==> src/rtl/mem_access.sv <==
// Memory stage: passes non-memory instructions straight through and splits
// loads/stores into byte-serial transfers on the memory-controller port.
// Controller handshake: mctl_req is held high with a stable mctl_addr /
// mctl_wdata until the controller returns a one-cycle mctl_ack, which
// completes exactly that byte; the next byte is presented the cycle after.
module mem_access (
  input  logic        clk_in,
  input  logic        rst_in,
  input  logic        rdy_in,
  input  logic [4:0]  ex_rd_addr,
  input  logic [31:0] ex_alu_val,
  input  logic [31:0] ex_st_val,
  input  logic [6:0]  ex_ins_type,
  input  logic [2:0]  ex_funct3,
  output logic        stall_req,
  output logic        mctl_req,
  output logic        mctl_wr,
  output logic [31:0] mctl_addr,
  output logic [7:0]  mctl_wdata,
  input  logic        mctl_ack,
  input  logic [7:0]  mctl_rdata,
  output logic [4:0]  rd_addr,
  output logic [31:0] rd_val,
  output logic [6:0]  ins_type,
  output logic [1:0]  state_dbg
);

  localparam logic [6:0] LOAD  = 7'b0000011;
  localparam logic [6:0] STORE = 7'b0100011;
  localparam logic [6:0] ALOPI = 7'b0010011;

  typedef enum logic [1:0] {IDLE = 2'd0, BUSY = 2'd1, DONE = 2'd2} state_t;

  state_t      state;
  logic [1:0]  idx;
  logic [1:0]  last_idx;   // number of bytes minus one
  logic [31:0] base;
  logic [31:0] st_data;
  logic [2:0]  f3;
  logic [4:0]  rd;
  logic [6:0]  op;
  logic [31:0] rbuf;
  logic        is_mem;
  logic [31:0] load_val;

  assign is_mem    = (ex_ins_type == LOAD) || (ex_ins_type == STORE);
  assign state_dbg = state;

  // Access sequencing: latch the instruction, step through its bytes, show the result for one cycle.
  always_ff @(posedge clk_in) begin
    if (rst_in) begin
      state    <= IDLE;
      idx      <= 2'd0;
      last_idx <= 2'd0;
      base     <= 32'd0;
      st_data  <= 32'd0;
      f3       <= 3'd0;
      rd       <= 5'd0;
      op       <= 7'd0;
      rbuf     <= 32'd0;
    end else if (rdy_in) begin
      case (state)
        IDLE: begin
          if (is_mem) begin
            base    <= ex_alu_val;
            st_data <= ex_st_val;
            f3      <= ex_funct3;
            rd      <= ex_rd_addr;
            op      <= ex_ins_type;
            idx     <= 2'd0;
            rbuf    <= 32'd0;
            // Width code 11 is illegal; it is handled as a full word.
            case (ex_funct3[1:0])
              2'b00:   last_idx <= 2'd0;
              2'b01:   last_idx <= 2'd1;
              default: last_idx <= 2'd3;
            endcase
            state <= BUSY;
          end
        end
        BUSY: begin
          if (mctl_ack) begin
            if (op == LOAD) rbuf[{idx, 3'b000} +: 8] <= mctl_rdata;
            if (idx == last_idx) state <= DONE;
            else                 idx   <= idx + 2'd1;
          end
        end
        DONE:    state <= IDLE;
        default: state <= IDLE;
      endcase
    end
  end

  // Width/sign extension of the assembled load data.
  always_comb begin
    load_val = rbuf;
    case (f3[1:0])
      2'b00:   load_val = f3[2] ? {24'd0, rbuf[7:0]}  : {{24{rbuf[7]}}, rbuf[7:0]};
      2'b01:   load_val = f3[2] ? {16'd0, rbuf[15:0]} : {{16{rbuf[15]}}, rbuf[15:0]};
      default: load_val = rbuf;
    endcase
  end

  // Output selection: pass-through, bubble with stall, byte request, or result.
  always_comb begin
    stall_req  = 1'b0;
    mctl_req   = 1'b0;
    mctl_wr    = 1'b0;
    mctl_addr  = 32'd0;
    mctl_wdata = 8'd0;
    rd_addr    = 5'd0;
    rd_val     = 32'd0;
    ins_type   = ALOPI;
    if (!rst_in) begin
      case (state)
        IDLE: begin
          if (is_mem) begin
            stall_req = 1'b1;
          end else begin
            rd_addr  = ex_rd_addr;
            rd_val   = ex_alu_val;
            ins_type = ex_ins_type;
          end
        end
        BUSY: begin
          stall_req  = 1'b1;
          mctl_req   = 1'b1;
          mctl_wr    = (op == STORE);
          mctl_addr  = base + {30'd0, idx};
          mctl_wdata = st_data[{idx, 3'b000} +: 8];
        end
        DONE: begin
          if (op == LOAD) begin
            ins_type = LOAD;
            rd_addr  = rd;
            rd_val   = load_val;
          end else begin
            ins_type = STORE;
          end
        end
        default: ;
      endcase
    end
  end

endmodule

==> config.mk <==
export PLATFORM = sky130hd
export DESIGN_NAME = mem_access
export DESIGN_NICKNAME = d
export VERILOG_FILES = /design/src/rtl/mem_access.sv
export SDC_FILE = /design/constraint.sdc
export NUM_CORES = 1
export LEC_CHECK = 0
export ABC_AREA = 1
export CAP_MARGIN = 20
export CORE_ASPECT_RATIO = 0.7
export CORE_MARGIN = 10
export CORE_UTILIZATION = 40
export CTS_BUF_LIST = sky130_fd_sc_hd__clkbuf_8
export CTS_CLUSTER_SIZE = 30
export DETAILED_ROUTE_END_ITERATION = 8
export GPL_ROUTABILITY_DRIVEN = 0
export PLACE_DENSITY = 0.68
export SKIP_CTS_REPAIR_TIMING = 1
export SLEW_MARGIN = 40
export SYNTH_ARGS = -nofsm -noshare
export SYNTH_HDL_FRONTEND = slang
export SYNTH_SLANG_ARGS = --single-unit
==> constraint.sdc <==
create_clock -name clk_in -period 3.1 [get_ports clk_in]
set_input_delay 0.62 -clock clk_in [delete_from_list [all_inputs] [get_ports clk_in]]
set_output_delay 0.62 -clock clk_in [all_outputs]
set_load 0.02 [all_outputs]
==> metrics.txt, run 1 <==
PortBufs 179; core area 17120 µm²; Power Internal 2.475 mW; Nets 1396; Final Max Slew Viols 0; WP buf/inv 2; pre-CTS setup slack -155.1 ps; Pre-Repair DR Iteration Count 6; switching power 0.9874 mW; area leader, netlist dfxtp_1; Syn Area/Cell 6.226 µm²; Multi-input gate area 4079 µm²; setup repair after global routing missed its margin true; GRT overflow 0; dpl cells 1507; register area between 2000 and 2500 µm²; top cell type's share of synthesized area 33.74%; all-layer global routing usage 22.06%; pwr/cell area 356.5 nW/µm²; drt initial violations around 1.0k; Crit. End Element output pin; clk sink count 117; Slew @ Worst Pin 760.4 ps; syn nets 1213; worst endpoint required time between 2000 and 2500 ps; IO Count 180; Clock Skew 17.46 ps; # fillers around 1.7k; CP max-delay cell dfxtp_1; P_leak ~4.6 nW; die height ~130 µm; number of CTS-inserted buffers 17; number of global-route vias before repair about 7.5k; most frequent cell after synthesis nor2_1; Fin. Hold Viols 0; non-filler cells, final 1542; final wirelength 26.47 mm; CTS root buf clkbuf_8; fin util 56.75%; buffer levels on the longest clock path 2; Max Clock Freq 333.2 MHz; htree depth 4; Slew Limit Headroom 49.31%; DRC violations left 0; crit-path max cell delay 450 ps; Final Critical Period approximately 3000 ps; Max IR drop VDD between 300 and 400 µV; worst skew pair latency between 400 and 500 ps; sequential area share after synthesis between 30% and 40%; Reg clk slew, reported paths 90 ps; synthesized area 6942 µm²; ys flop type dfxtp_1; Hold WC Path Type flop to flop; Critical Path AT 2380 ps; antenna violations before repair 1; max-cap check violation count 0; CTS tree done; post-route setup slack 98.84 ps; remaining antenna violation count 0; TNS Setup 0 ps; CP Launch Type flop; mean number of vias per cell 5.375; Routed WL per cell between 15 and 20 µm; Critical Path, Cell by Cell inv_1 > nor3_1 > nand2_1 > nor2_1 > nand2_1 > nand2_1 > nand3_1 > nor2_1 > clkbuf_2; count of cell types in the netlist 35; die width between 150 and 200 µm; Post-synth EDFFs 0; FF+latch count, synth 117; cell family with most CP delay simple AND/OR/NAND/NOR gates; Antenna diodes 0; cell mode on critical path nand2_1; Power Total 3.463 mW; Clk network pwr share 42.4%; Switching Share about 29%; first-pass GRT wire length about 40 mm; area growth from synthesis to layout 39.94%; Synth warnings 0; Flop pwr share between 40% and 50%; vias after detailed routing 8288; status finished, final reports clean; num rows 40; crit path kind flop to output pin; Async S/R FF share, synth 0%; final worst path period share between 90% and 100%; Synth area leaders dfxtp_1, nor2_1, nand2_1, a21oi_1, o21ai_0; Comb power frac 13.3%; hpwl dp 19.90 mm; # setup viols final 0; DIE AREA about 23000 µm²; Synth Instances 1115; initial core utilization between 40% and 50%; share of cells above drive strength 1 12.66%; list of most frequent post-synthesis cells nor2_1, nand2_1, a21oi_1, dfxtp_1, o21ai_0; crit path max fanout 4; pin count of the biggest net entering global routing 84
[worst reg2reg max path, delay by kind of cell, from the launching register on]
kind	cells	cell delay [ps]
simple gates	4	940
buf+inv	4	890
flops	1	330
fa+ha+maj	1	340
[layout by cell type (no fill, tap or decap), drive strengths merged]
master,synthesis,layout
a211oi,1,1
a21boi,1,1
a21oi,132,132
a31oi,3,3
and2,1,1
buf,29,57
bufinv,0,2
clkbuf,41,27
clkdlybuf4s50,0,103
clkinv,4,7
clkinvlp,0,5
dfxtp,117,117
dlymetal6s2s,0,63
fa,1,1
ha,6,6
inv,67,73
nand2,197,197
nand3,52,52
nand4,62,62
nor2,246,246
nor3,25,25
nor3b,1,1
nor4,1,1
o211a,1,1
o21ai,98,98
or2,25,25
xnor2,2,2
xor2,2,2
[routing by layer]
metal | GRT usage [%] | share of wire [%]
met5 | 0 | 0.049
met1 | 31.65 | 47
met4 | 2.688 | 0.78
met3 | 8.805 | 11
met2 | 30.89 | 41
[power groups by stage]
| stage | combinational [mW] | sequential (mW) | clock, mW |
|---|---|---|---|
| after CTS | 0.465 | 1.53 | 1.48 |
| after floorplan | 0.208 | 1.57 | 0 |
| after global placement | 0.460 | 1.57 | 0 |
| after detailed placement | 0.461 | 1.57 | 0 |
| final | 0.461 | 1.53 | 1.47 |
| after global routing | 0.500 | 1.54 | 1.55 |
[sequential cells by signal (all words and copies together), names as in the netlist]
register,count
base,32
rbuf,32
st_data,32
op,7
rd,5
f3,3
idx,2
last_idx,2
state_dbg,2
[area by class of cell]
type / instances / area share, %
Clock inverter: 15 / 1.739
Tap cell: 231 / 2.975
Timing Repair inverter: 1 / 0.07728
Inverter: 71 / 2.782
Clock buffer: 17 / 2.409
Timing Repair Buffer: 233 / 23.89
Sequential cell: 117 / 24.14
Multi-Input combinational cell: 857 / 41.99
[path summary, 6_finish.rpt]
kind         depth (start not counted)  slack (ps)      from       endpoint
max                                  9         100  base[14]  mctl_addr[26]
min                                  2         460     op[6]          op[6]
max reg2reg                          9         490    idx[0]        rbuf[2]
min reg2reg                          2         460     op[6]          op[6]
[per-stage QoR]
step	hold WS [ps]	area [µm²]
finish	462.1	9714
global route	487.9	9714
CTS	460.8	9508
detailed placement	446.8	9105
global placement	445.8	9105
floorplan	432.3	6942
[logic make-up after synthesis]
group / share of synthesized area (%)
AND/OR/NAND/NOR: 38.36
AO/OA/AOI/OAI: 17.27
buffers and inverters: 8.760
flip-flops: 33.74
adder cells (fa/ha/maj): 1.370
XOR/XNOR: 0.5048
No activity file was read; power rests on OpenSTA's default activity.
==> run 2, diff against run 1 <==
--- a/config.mk
+++ b/config.mk
@@ -15,7 +15,7 @@
 export DETAILED_ROUTE_END_ITERATION = 8
 export GPL_ROUTABILITY_DRIVEN = 0
 export PLACE_DENSITY = 0.68
-export SKIP_CTS_REPAIR_TIMING = 1
+export RECOVER_POWER = 50
 export SLEW_MARGIN = 40
 export SYNTH_ARGS = -nofsm -noshare
 export SYNTH_HDL_FRONTEND = slang
==> constraint.sdc (replaced) <==
create_clock -name clk_in -period 3.1 [get_ports clk_in]
set_input_delay 0.62 -clock clk_in [delete_from_list [all_inputs] [get_ports clk_in]]
set_output_delay 0.62 -clock clk_in [all_outputs]
set_load 0.1 [all_outputs]
==> run 2 against run 1 <==
  * Non-clock buffer count down 27
  * Routed wire length up 2.1%
  * Sequential share of layout area down 2.5 points
  * Clock skew down 9.7 ps
  * Register-to-register slack better by 90 ps
  * Critical endpoint is now rd_val[26]
  * Largest power group unchanged
  * Highest routed layer is now met4
==> metrics.txt, run 2 (synthesis results as in run 1) <==
status finished, final reports clean; Max IR drop VDD 268.2 µV (-21%); Antenna diodes 0 (unchanged); Placed Area 10360 µm² (+14%); CTS tree done; drt initial violations 896 (-13%); Final Critical Period 2983 ps (-18.31 ps); P_leak 3.882 nW (-15%); PortBufs 179 (unchanged); htree depth 4 (unchanged); Crit. End Element output pin; biggest regs base: 32 flops, rbuf: 32 flops, st_data: 32 flops; area growth from synthesis to layout 56.34%; worst endpoint required time 2480 ps (about the same); pin count of the biggest net entering global routing 93 (+11%); GRT overflow 0 (unchanged); Reg clk slew, reported paths 70 ps (-20 ps); all-layer global routing usage 23.18% (+1.1 points); DRC violations left 0 (unchanged); worst skew pair latency 450 ps (about the same); final worst path period share 96.22% (-0.59 points); final wirelength 27.03 mm (+2.1%); Hold WC Path Type flop to flop; CP Launch Type input port; core area 17120 µm² (unchanged); Power Total 3.728 mW (+7.7%); worst setup path end rd_val[26]; crit path launch ex_ins_type[0]; share of cells above drive strength 1 23.01% (+10 points); vias after detailed routing 8216 (-0.87%); Final Max Slew Viols 0 (unchanged); DIE AREA 23110 µm² (unchanged); Clock Skew 7.725 ps (-9.731 ps); leading cell type in the layout, fill and taps excluded nor2_1; Critical Path AT 2360 ps (-20 ps); clk sink count 117 (unchanged); Routed WL per cell 17.86 µm (+4.1%); buffer levels on the longest clock path 2 (unchanged); # fillers 1545 (-8.2%); post-route cell area 10850 µm² (+12%); cell mode on critical path nand2_1; Nets 1368 (-2.0%); worst r2r dst rbuf[3]; Slew Limit Headroom 18.39% (-31 points); worst reg-to-reg path cell count 8 (-1); number of CTS-inserted buffers 17 (unchanged); Multi-input gate area 4708 µm² (+15%); number of global-route vias before repair 7541 (+0.83%); r2r setup slk 580 ps (+90 ps); register area 2349 µm² (+0.16%); first-pass GRT wire length 42.19 mm (+3.8%); initial core utilization 40.56% (unchanged); non-filler cells, final 1513 (-1.9%); commonest cells after routing, fill and taps aside nor2_1, nand2_1, dfxtp_1; dpl cells 1480 (-1.8%); pwr/cell area 343.5 nW/µm² (-3.6%); Slew @ Worst Pin 1229 ps (+469.1 ps); RR Startpoint idx[1]; CP max-delay cell dlygate4sd3_1; crit-path max cell delay 550 ps (+100 ps); die height 130.2 µm (unchanged); Fin. Hold Viols 0 (unchanged); max-cap check violation count 0 (unchanged); CTS root buf clkbuf_8; setup repair after global routing missed its margin true; Max Clock Freq 335.3 MHz (+0.61%); remaining antenna violation count 0 (unchanged); # setup viols final 0 (unchanged); Critical Path, Cell by Cell dlygate4sd3_1 > nand2_1 > inv_1 > nand3_1 > nand2_1 > inv_1 > buf_12 > nand2_1 > a21oi_4 > buf_12; crit path max fanout 27 (+23); mean number of vias per cell 5.430 (+1.0%); IO Count 180 (unchanged); crit path kind input port to output pin; die width 177.5 µm (unchanged); antenna violations before repair 0 (-1); num rows 40 (unchanged); Pre-Repair DR Iteration Count 5 (-1); hpwl dp 20.45 mm (+2.7%)
run 2: per-layer routing:
metal	up-vias	GRT usage, %	wire length [µm]
met5	-	0	0
li1	4003	-	-
met4	0	6.745	467
met3	32	7.044	3094
met1	3768	33.17	12290
met2	413	32.48	11180
run 2: area by class of cell:
type | instances | share of cell area [%]
repair buffers | 206 | 26.44
inverters | 71 | 2.490
clock buffers | 19 | 2.410
well taps | 231 | 2.663
clock inverters | 12 | 0.9799
flip-flops and latches | 117 | 21.64
multi-input cells | 857 | 43.38
run 2: worst min-delay path by stage:
stage | start | to | slack [ps] | cells after the start
4_1_cts | op[3] | op[3] | 460 | 2
2_1_floorplan | op[6] | op[6] | 430 | 2
3_5_place_dp | op[3] | op[3] | 450 | 2
3_3_place_gp | op[6] | op[6] | 440 | 2
6_report | op[3] | op[3] | 460 | 2
5_1_grt | op[6] | op[6] | 490 | 2
run 2: per-stage QoR:
stage / hold slack [ps] / setup TNS (ps) / util [%] / worst slack (ps)
global placement: 441.5 / 0 / 60.50 / 217.1
finish: 461.9 / 0 / 63.41 / 117.2
CTS: 462.8 / 0 / 62.84 / 6.374
global route: 492.4 / -32.41 / 63.41 / -17.90
floorplan: 432.3 / -1201 / - / -248.0
detailed placement: 452.8 / 0 / 60.50 / 129.1
run 2: worst max-delay path, delay by kind of cell:
| kind | cells | cell delay [ps] |
|---|---|---|
| buf+inv | 5 | 1110 |
| compound gates | 1 | 210 |
| simple gates | 4 | 400 |
run 2: power breakdown:
| group | switching [mW] | internal, mW |
|---|---|---|
| sequential | 0.0140 | 1.52 |
| clock | 0.672 | 0.668 |
| combinational | 0.531 | 0.321 |
run 2: timing repair:
action,in CTS,in global routing
hold buffers,0,0
pin swaps,0,13
endpoints found under the setup margin,18,17
setup buffers,0,2
gates resized for setup,12,26
hold endpoints to repair,0,0
==> run 3, diff against run 2 <==
--- a/config.mk
+++ b/config.mk
@@ -6,16 +6,16 @@
 export NUM_CORES = 1
 export LEC_CHECK = 0
 export ABC_AREA = 1
-export CAP_MARGIN = 20
+export CAP_MARGIN = 10
 export CORE_ASPECT_RATIO = 0.7
 export CORE_MARGIN = 10
 export CORE_UTILIZATION = 40
 export CTS_BUF_LIST = sky130_fd_sc_hd__clkbuf_8
-export CTS_CLUSTER_SIZE = 30
 export DETAILED_ROUTE_END_ITERATION = 8
 export GPL_ROUTABILITY_DRIVEN = 0
 export PLACE_DENSITY = 0.68
 export RECOVER_POWER = 50
+export SETUP_SLACK_MARGIN = 0.5
 export SLEW_MARGIN = 40
 export SYNTH_ARGS = -nofsm -noshare
 export SYNTH_HDL_FRONTEND = slang
==> run 3 against run 2 <==
  * Final cell count grew 4.4%
  * Design area grew 15%
  * Sequential share of layout area shrank 2.8 points
  * Global-route usage grew 2.4 points
  * Core utilization grew 9.8 points
  * Worst setup slack gained 18 ps
  * Critical path type is now flop to output pin
  * Largest power group is now the clock network
  * Highest routed layer unchanged
==> metrics.txt, run 3 (synthesis results as in run 1) <==
htree depth 4 (unchanged); Comb power frac 22.3% (-0.5 points); fin util 73.22% (+9.8 points); crit-path max cell delay 450 ps (-100 ps); status finished, final reports clean; pwr/cell area 326.7 nW/µm² (-4.9%); Slew Limit Headroom 21.56% (+3.2 points); Slew @ Worst Pin 1182 ps (-47.71 ps); Flop pwr share 37.6% (-3.6 points); hold_ws 475.8 ps (+13.81 ps); CTS tree done; Critical Path, Cell by Cell nand2_1 > nor3_2 > inv_1 > nor2_4 > nand2_1 > nand2_1 > nand3_1 > nor2_4 > buf_12; DIE AREA 23110 µm² (unchanged); drt initial violations 942 (+5.1%); initial core utilization 40.56% (unchanged); crit path kind flop to output pin; max-cap check violation count 0 (unchanged); Crit. End Element output pin; number of global-route vias before repair 8243 (+9.3%); Nets 1434 (+4.8%); antenna violations before repair 0 (unchanged); crit path max fanout 4 (-85%); biggest regs base: 32 flops, rbuf: 32 flops, st_data: 32 flops; Clock Skew 8.797 ps (+1.072 ps); WP buf/inv 2 (-3); IO Count 180 (unchanged); P_leak 4.499 nW (+16%); worst endpoint required time 2480 ps (about the same); Power Internal 2.840 mW (+13%); post-cts hold buffer count 0 (unchanged); pin count of the biggest net entering global routing 74 (-20%); DRC violations left 0 (unchanged); remaining antenna violation count 0 (unchanged); GRT overflow 0 (unchanged); CTS root buf clkbuf_8; first-pass GRT wire length 46.52 mm (+10%); Antenna diodes 0 (unchanged); worst skew pair latency 440 ps (about the same); final worst path period share 95.63% (-0.60 points); Final Critical Period 2964 ps (-18.45 ps); # setup viols final 0 (unchanged); Met3 Routed Length 3.003 mm (-2.9%); cell family with most CP delay simple AND/OR/NAND/NOR gates; cell mode on critical path nand2_1; buffer levels on the longest clock path 2 (unchanged); Critical Path AT 2340 ps (-20 ps); Routed WL per cell 19.94 µm (+12%); number of CTS-inserted buffers 17 (unchanged); vias after detailed routing 8838 (+7.6%); Hold WC Path Type input port to flop; Switching Share 30.62% (-2.0 points); final wirelength 31.48 mm (+16%); hpwl dp 21.19 mm (+3.6%); num rows 40 (unchanged); Final Max Slew Viols 0 (unchanged); clk sink count 117 (unchanged); Pre-Repair DR Iteration Count 6 (+1); switching power 1.254 mW (+3.0%); area growth from synthesis to layout 80.53%; Clk network pwr share 40.1% (+4.2 points); leading cell type in the layout, fill and taps excluded nor2_1; Max Clock Freq 337.3 MHz (+0.62%); Max Used Layer met4; routed length on met1 13.41 mm (+9.1%); Reg clk slew, reported paths 80 ps (about the same); die width 177.5 µm (unchanged); commonest cells after routing, fill and taps aside nor2_1, nand2_1, dfxtp_1; share of cells above drive strength 1 34.42% (+11 points); PortBufs 179 (unchanged); CP max-delay cell dfxtp_1; met2 WL 14.41 mm (+29%); Max IR drop VDD 241.3 µV (-10%); CP Launch Type flop; die height 130.2 µm (unchanged); core area 17120 µm² (unchanged); mean number of vias per cell 5.597 (+3.1%); TNS Setup 0 ps (unchanged); setup repair after global routing missed its margin true; Fin. Hold Viols 0 (unchanged); all-layer global routing usage 25.55% (+2.4 points)
-- run 3: changes by cell type in the layout (fill, tap and decap cells not counted), moves of 12 or more --
cell,delta
nor2_4,+17
o21ai_0,-19
a21oi_2,-15
nand2_1,-28
buf_6,+12
nand3_1,-21
buf_4,+30
nor2_1,-13
nand2_4,+13
a21oi_4,+18
nand2_2,+14
-- run 3: routing by layer --
layer / vias up / track usage, %
met5: - / 0
met4: 0 / 6.403
met3: 61 / 6.438
met2: 446 / 40.12
met1: 4179 / 34.39
li1: 4152 / -
-- run 3: path summary, 6_finish.rpt --
kind,startpoint,slack (ps),to,depth (start not counted)
worst min register to register,rbuf[24],480,rbuf[24],2
worst max register to register,state_dbg[0],240,base[26],8
worst max-delay path,base[9],140,mctl_addr[26],9
worst min-delay path,rst_in,480,idx[0],2
-- run 3: final cells by class --
type,instances,area (µm²)
multi-input combinational,857,5520
fill,1253,4584
timing repair buffer,272,3603
sequential,117,2366
inverter,71,300.3
tap,231,289.0
clock buffer,18,247.7
clock inverter,13,205.2
-- run 3: through the flow --
step / power, mW / area [µm²] / cells / worst slack, ps
after detailed placement: 2.430 / 10680 / 1483 / 162.8
after global routing: 4.192 / 12530 / 1579 / 43.54
after global placement: 2.425 / 10680 / 1483 / 210.6
final: 4.094 / 12530 / 1579 / 135.6
after floorplan: 2.059 / 7851 / 1115 / 122.2
after CTS: 4.083 / 12070 / 1559 / 166.8
-- run 3: power by group through the flow --
stage | registers, mW | clock network (mW) | logic [mW]
final | 1.54 | 1.64 | 0.913
after floorplan | 1.57 | 0 | 0.491
after global placement | 1.57 | 0 | 0.857
after detailed placement | 1.57 | 0 | 0.861
after global routing | 1.54 | 1.70 | 0.949
after CTS | 1.53 | 1.64 | 0.912
-- run 3: what timing repair did --
| action | CTS | global route |
|---|---|---|
| gates cloned | 6 | 2 |
| resized for setup | 143 | 108 |
| pin swaps | 53 | 63 |
| buffers inserted | 39 | 18 |
| setup endpoints to repair | 78 | 83 |
